===== config.mk =====
export PLATFORM = sky130hd
export DESIGN_NAME = pu_msp430_dbg_mem_ctl
export DESIGN_NICKNAME = d
export VERILOG_FILES = /design/src/rtl/pu_msp430_dbg_mem_ctl.sv
export SDC_FILE = /design/constraint.sdc
export NUM_CORES = 1
export LEC_CHECK = 0
export ABC_AREA = 1
export CORE_ASPECT_RATIO = 2
export CORE_UTILIZATION = 48
export DETAILED_ROUTE_END_ITERATION = 6
export PLACE_DENSITY_LB_ADDON = 0.2
export SLEW_MARGIN = 20
export SYNTH_ARGS = -nofsm -noshare
export SYNTH_HDL_FRONTEND = slang
export SYNTH_SLANG_ARGS = --single-unit

===== constraint.sdc =====
create_clock -name dbg_clk -period 2 [get_ports dbg_clk]
set_input_delay 0.5 -clock dbg_clk [delete_from_list [all_inputs] [get_ports dbg_clk]]
set_output_delay 0.5 -clock dbg_clk [all_outputs]
set_load 0.01 [all_outputs]

===== src/rtl/pu_msp430_dbg_mem_ctl.sv =====
// Debug memory-access controller: owns MEM_CTL/ADDR/DATA/CNT and runs single or
// burst 8/16-bit accesses on the CPU memory bus for the serial debug front-end.
module pu_msp430_dbg_mem_ctl #(
    parameter logic [5:0] MEM_CTL  = 6'h04,
    parameter logic [5:0] MEM_ADDR = 6'h05,
    parameter logic [5:0] MEM_DATA = 6'h06,
    parameter logic [5:0] MEM_CNT  = 6'h07
) (
    input  logic        dbg_clk,
    input  logic        dbg_rst,
    input  logic [5:0]  dbg_addr,
    input  logic [15:0] dbg_din,
    input  logic        dbg_wr,
    input  logic        dbg_rd,
    output logic [15:0] dbg_dout,
    output logic        dbg_rd_rdy,
    output logic        mem_burst,
    output logic        mem_burst_rd,
    output logic        mem_burst_wr,
    output logic        mem_burst_end,
    output logic        mem_bw,
    output logic        dbg_mem_en,
    output logic [15:0] dbg_mem_addr,
    output logic [15:0] dbg_mem_dout,
    output logic [1:0]  dbg_mem_wr,
    input  logic        dbg_mem_ack,
    input  logic [15:0] dbg_mem_din
);

    typedef enum logic [1:0] {IDLE, REQ, RDATA, WAIT} state_t;

    state_t      state;
    logic        ctl_rw;
    logic        ctl_bw;
    logic        first_acc;
    logic [15:0] mem_addr;
    logic [15:0] mem_data;
    logic [15:0] mem_cnt;

    logic        busy;
    logic        wr_ctl, wr_addr, wr_data, wr_cnt;
    logic        rd_only, rd_data;
    logic        rd_burst;
    logic        reg_rd_rdy;
    logic        start;
    logic        access_done;
    logic [15:0] addr_step;
    logic [7:0]  rd_byte;

    assign busy     = (state != IDLE);
    assign wr_ctl   = dbg_wr && (dbg_addr == MEM_CTL);
    assign wr_addr  = dbg_wr && (dbg_addr == MEM_ADDR);
    assign wr_data  = dbg_wr && (dbg_addr == MEM_DATA);
    assign wr_cnt   = dbg_wr && (dbg_addr == MEM_CNT);
    // A simultaneous write strobe wins, so the read is dropped entirely.
    assign rd_only  = dbg_rd && !dbg_wr;
    assign rd_data  = rd_only && (dbg_addr == MEM_DATA);
    assign rd_burst = mem_burst && !ctl_rw;

    assign reg_rd_rdy = rd_only && ((dbg_addr == MEM_CTL) || (dbg_addr == MEM_ADDR) ||
                                    (dbg_addr == MEM_CNT) ||
                                    ((dbg_addr == MEM_DATA) && !rd_burst));

    assign start       = wr_ctl && dbg_din[0] && !busy;
    assign access_done = ((state == REQ) && dbg_mem_ack && ctl_rw) || (state == RDATA);
    assign addr_step   = ctl_bw ? 16'd1 : 16'd2;
    assign rd_byte     = mem_addr[0] ? dbg_mem_din[15:8] : dbg_mem_din[7:0];

    // Bus-side outputs decode registered state only, so async reset clears them at once.
    assign mem_bw       = ctl_bw;
    assign dbg_mem_en   = (state == REQ);
    assign dbg_mem_addr = ctl_bw ? mem_addr : {mem_addr[15:1], 1'b0};
    assign dbg_mem_dout = ctl_bw ? {mem_data[7:0], mem_data[7:0]} : mem_data;
    assign dbg_mem_wr   = ((state == REQ) && ctl_rw) ?
                          (ctl_bw ? (mem_addr[0] ? 2'b10 : 2'b01) : 2'b11) : 2'b00;

    // NOTE: every signal written in always_comb gets a default first, so no latch is inferred.
    always_comb begin
        dbg_dout = 16'h0000;
        case (dbg_addr)
            MEM_CTL:  dbg_dout = {12'h000, ctl_bw, 1'b0, ctl_rw, busy};
            MEM_ADDR: dbg_dout = mem_addr;
            MEM_DATA: dbg_dout = mem_data;
            MEM_CNT:  dbg_dout = mem_cnt;
            default:  dbg_dout = 16'h0000;
        endcase
    end

    // NOTE: sequential state uses non-blocking assignments only; later assignments in the
    // block deliberately override earlier ones (completion overrides the case below).
    always_ff @(posedge dbg_clk or posedge dbg_rst) begin
        if (dbg_rst) begin
            state         <= IDLE;
            ctl_rw        <= 1'b0;
            ctl_bw        <= 1'b0;
            first_acc     <= 1'b0;
            mem_addr      <= 16'h0000;
            mem_data      <= 16'h0000;
            mem_cnt       <= 16'h0000;
            mem_burst     <= 1'b0;
            mem_burst_rd  <= 1'b0;
            mem_burst_wr  <= 1'b0;
            mem_burst_end <= 1'b0;
            dbg_rd_rdy    <= 1'b0;
        end else begin
            mem_burst_rd  <= 1'b0;
            mem_burst_wr  <= 1'b0;
            mem_burst_end <= 1'b0;
            dbg_rd_rdy    <= (state == RDATA) || reg_rd_rdy;

            if (!busy) begin
                if (wr_addr) mem_addr <= dbg_din;
                if (wr_data) mem_data <= dbg_din;
                if (wr_cnt)  mem_cnt  <= dbg_din;
                if (wr_ctl) begin
                    ctl_rw <= dbg_din[1];
                    ctl_bw <= dbg_din[3];
                end
            end

            case (state)
                IDLE: begin
                    if (start) begin
                        first_acc <= 1'b1;
                        mem_burst <= (mem_cnt != 16'h0000);
                        // A write burst waits for its first data word from the front-end.
                        if (dbg_din[1] && (mem_cnt != 16'h0000)) begin
                            mem_burst_wr <= 1'b1;
                            state        <= WAIT;
                        end else begin
                            state <= REQ;
                        end
                    end
                end
                REQ: begin
                    if (dbg_mem_ack && !ctl_rw) state <= RDATA;
                end
                RDATA: begin
                    mem_data <= ctl_bw ? {8'h00, rd_byte} : dbg_mem_din;
                    if (first_acc && mem_burst) mem_burst_rd <= 1'b1;
                end
                WAIT: begin
                    if (ctl_rw ? wr_data : rd_data) begin
                        if (ctl_rw) mem_data <= dbg_din;
                        state <= REQ;
                    end
                end
                default: state <= IDLE;
            endcase

            if (access_done) begin
                first_acc <= 1'b0;
                if (!mem_burst) begin
                    state <= IDLE;
                end else begin
                    mem_addr <= mem_addr + addr_step;
                    if (mem_cnt != 16'h0000) begin
                        mem_cnt <= mem_cnt - 16'd1;
                        state   <= WAIT;
                    end else begin
                        mem_burst_end <= 1'b1;
                        mem_burst     <= 1'b0;
                        state         <= IDLE;
                    end
                end
            end
        end
    end

endmodule


==> flow_metrics.py <==
metrics = {
    "yosys": {
        "ys_top_cells_by_area": "dfrtp_1, nand2_1, nand3_1",
        "async_flop_share": 1.00,
        "yosysMostFrequentCell": "nand2_1",
        "synth_common_cells": "nand2_1, inv_1, nand3_1, nor2_1, dfrtp_1",
        "yosysWarnings": 0,
        "synthFlopType": "dfrtp_1",
        "synth_edf_count": 0,
        "synth_fp_nets": 843,
        "synthesis.area_mm2": 0.00507,
        "synth_top_area_share": 0.286,
        "synth_area_leader_cell": "dfrtp_1",
        "yosysUniqueCellTypes": 43,
        "postSynthCellCount": 790,
        "synth-seq-cells": 58,
        "post_synth.cell_area_avg_um2": 6.41,
        "seq_area_frac_synth": 0.286,
    },
    "routing": {
        "vias": 5771,
        "viasPerCell": 5.45,
        "drt.antenna.violating_nets": 0,
        "first_pass_iters": 5,
        "drt-initial-drc-count": 515,
        "drc_errors": 0,
        "routed_wl_um": 18700,
        "wl_per_cell_um": 17.7,
    },
    "clocking": {
        "clock_sinks": 58,
        "clk_pin_slew_worst_paths_ps": 50,
        "cts_inserted_buffers": 9,
        "ctsRootBufferMaster": "clkbuf_16",
        "cts.path.max_buffers": 2,
        "cts_tree": "yes",
        "clk_latency_ps": 330,
        "h-tree-depth": 3,
    },
    "worst_setup_path": {
        "r2r_start": "mem_bw",
        "crit_path_end_kind": "primary output",
        "cp-start-kind": "primary input",
        "critPathKind": "primary input to primary output",
        "cp.arrival_ps": 1510,
        "cp.required_ps": 1500,
        "rr_endpoint": "mem_addr[10]",
        "reg2reg_depth": 10,
        "rrSetupSlack_ps": 80,
        "crit_path_max_fanout": 4,
    },
    "timing": {
        "fmax_ghz": 0.498,
        "period_needed_ps": 2010,
        "rsz0062_at_grt": "yes",
        "hold_viol": 0,
        "slew_viol_final": 0,
        "relSlewSlack": 0.556,
        "holdWs_ps": 503,
        "setup_tns_ps": -11.2,
        "finalWorstSetupSlack_ps": -8.91,
        "fin_crit_sh": 1.00,
        "finalSetupViolations": 2,
        "worst_slew_pin_slew_ps": 660,
        "finClkSkew_ps": 8.45,
    },
    "floorplan": {
        "initial_core_util": 0.496,
        "io_pins": 100,
        "fp.dieW_um": 74.6,
        "die_area_mm2": 0.0110,
        "rows": 52,
        "dieHeight_um": 147,
        "core_mm2": 0.0102,
    },
    "grt": {
        "grt_pass1_wl_um": 29000,
        "grt_use_total": 0.358,
        "first_global_vias": 5658,
        "antenna_found_initial": 0,
        "grt_max_degree": 59,
        "grt-ovfl-total": 0,
    },
    "placed_design": {
        "dpl.cell_count": 1031,
        "gp_congestion": 0.929,
        "dp_hpwl_um": 13600,
        "io_buffers": 99,
        "post-place-ws_ps": -932,
    },
    "layout": {
        "fin_util": 0.684,
        "multi_input_area_mm2": 0.00307,
        "syn2layout_area_growth_pct": 37.8,
        "regArea_mm2": 0.00145,
        "final_cells": 1059,
        "fillers": 911,
        "diodes": 0,
        "num-nets-final": 973,
        "drive_gt1_frac": 0.222,
    },
    "flow_run": {
        "maxCapViolCount": 0,
    },
    "power_and_ir_drop": {
        "p_leak_nw": 3.66,
        "power-per-cell-area_mw_per_mm2": 1170,
        "peakVddDrop_uv": 850,
    },
    "outcome": {
        "violations": "setup timing",
        "status": "complete, but fails checks",
    },
    "hold_path": {
        "hold_start": "first_acc",
        "min_path_cells": 2,
        "hp-class": "flip-flop to flip-flop",
        "hold_path_end": "mem_burst_rd",
    },
}
## how the worst max path moves through the flow
stage          cells after the start            to   startpoint
5_1_grt                            8   dbg_dout[1]  dbg_addr[2]
3_5_place_dp                      10  dbg_dout[12]  dbg_addr[3]
3_3_place_gp                      10   dbg_dout[8]  dbg_addr[3]
2_1_floorplan                     11  mem_addr[10]       mem_bw
4_1_cts                           10  dbg_dout[12]  dbg_addr[3]
6_report                           8   dbg_dout[1]  dbg_addr[2]
## area by class of cell
cell class,instances,share of cell area
multi-input combinational,563,0.440
clock inverter,3,0.00215
sequential,58,0.208
inverter,121,0.0679
clock buffer,12,0.0367
timing repair buffer,167,0.221
tap,135,0.0242
## sequential cells by signal, summed over array words and instances, names as in the netlist
| register | flops |
|---|---|
| mem_addr | 16 |
| mem_burst | 1 |
| mem_data | 16 |
| first_acc | 1 |
| mem_cnt | 16 |
| mem_burst_end | 1 |
| state | 2 |
| mem_burst_rd | 1 |
| ctl_rw | 1 |
| dbg_rd_rdy | 1 |
| mem_burst_wr | 1 |
| mem_bw | 1 |
## where the power goes
| group | switching [mW] | internal (mW) | total, mW |
|---|---|---|---|
| logic | 2.59 | 1.86 | 4.45 |
| registers | 0.608 | 1.69 | 2.30 |
| clock network | 0.554 | 0.892 | 1.45 |
## metal layers
layer  GRT usage  vias up  share of wire  wire length (um)
met1       0.402     2667           0.35              6530
li1            -     2738              -                 -
met3      0.0624       71          0.064              1190
met5           0        -              0                 0
met4       0.252        0          0.080              1500
met2       0.589      295           0.51              9490
## logic make-up (layout without fill, tap and decap cells)
group / after synthesis / count (layout) / share of synthesized area
compound gates: 85 / 85 / 0.109
xor+xnor: 10 / 10 / 0.0173
fa+ha+maj: 10 / 10 / 0.0262
buf+inv: 170 / 303 / 0.159
flops: 58 / 58 / 0.286
simple gates: 457 / 458 / 0.402
## cells in the final DEF, fill, tap and decap left out, drive strengths merged
cell           netlist  layout
ha                   9       9
buf                 41      90
dlymetal6s2s         0       1
clkbuf               8      13
clkdlybuf4s15        0       1
nand3               90      90
xor2                 8       8
fa                   1       1
nand2              275     276
a21oi               12      12
nand3b               1       1
o221ai              13      13
inv                121     121
nor2                74      74
nor4                 1       1
o22ai                2       2
clkinv               0       3
o2111ai              2       2
a31oi                1       1
dfrtp               58      58
dlygate4sd2          0      10
a22oi                1       1
or2                  2       2
nor3                 8       8
o211ai              10      10
o21ai               44      44
nand4                6       6
clkdlybuf4s50        0      64
xnor2                2       2
## what timing repair did
action | 4_1_cts | 5_1_grt
setup buffers | 6 | 6
gates resized for setup | 165 | 28
gates cloned | 1 | 0
hold buffers | 0 | 0
setup endpoints to repair | 45 | 37
pin swaps | 16 | 12
## stage by stage
step | instance area [um^2] | total power, mW
2_1_floorplan | 5070 | 4.98
3_3_place_gp | 6370 | 6.48
3_5_place_dp | 6370 | 6.59
4_1_cts | 6840 | 8.10
5_1_grt | 6980 | 8.83
6_report | 6980 | 8.20
## critical path, stage by stage
cell and delay (ps):
buf_6 80, inv_2 50, nor2_4 170, nand2_4 90
nor3_4 240, a22oi_2 80, o211ai_1 120, buf_2 170
Power figures use the tool's default switching activity.
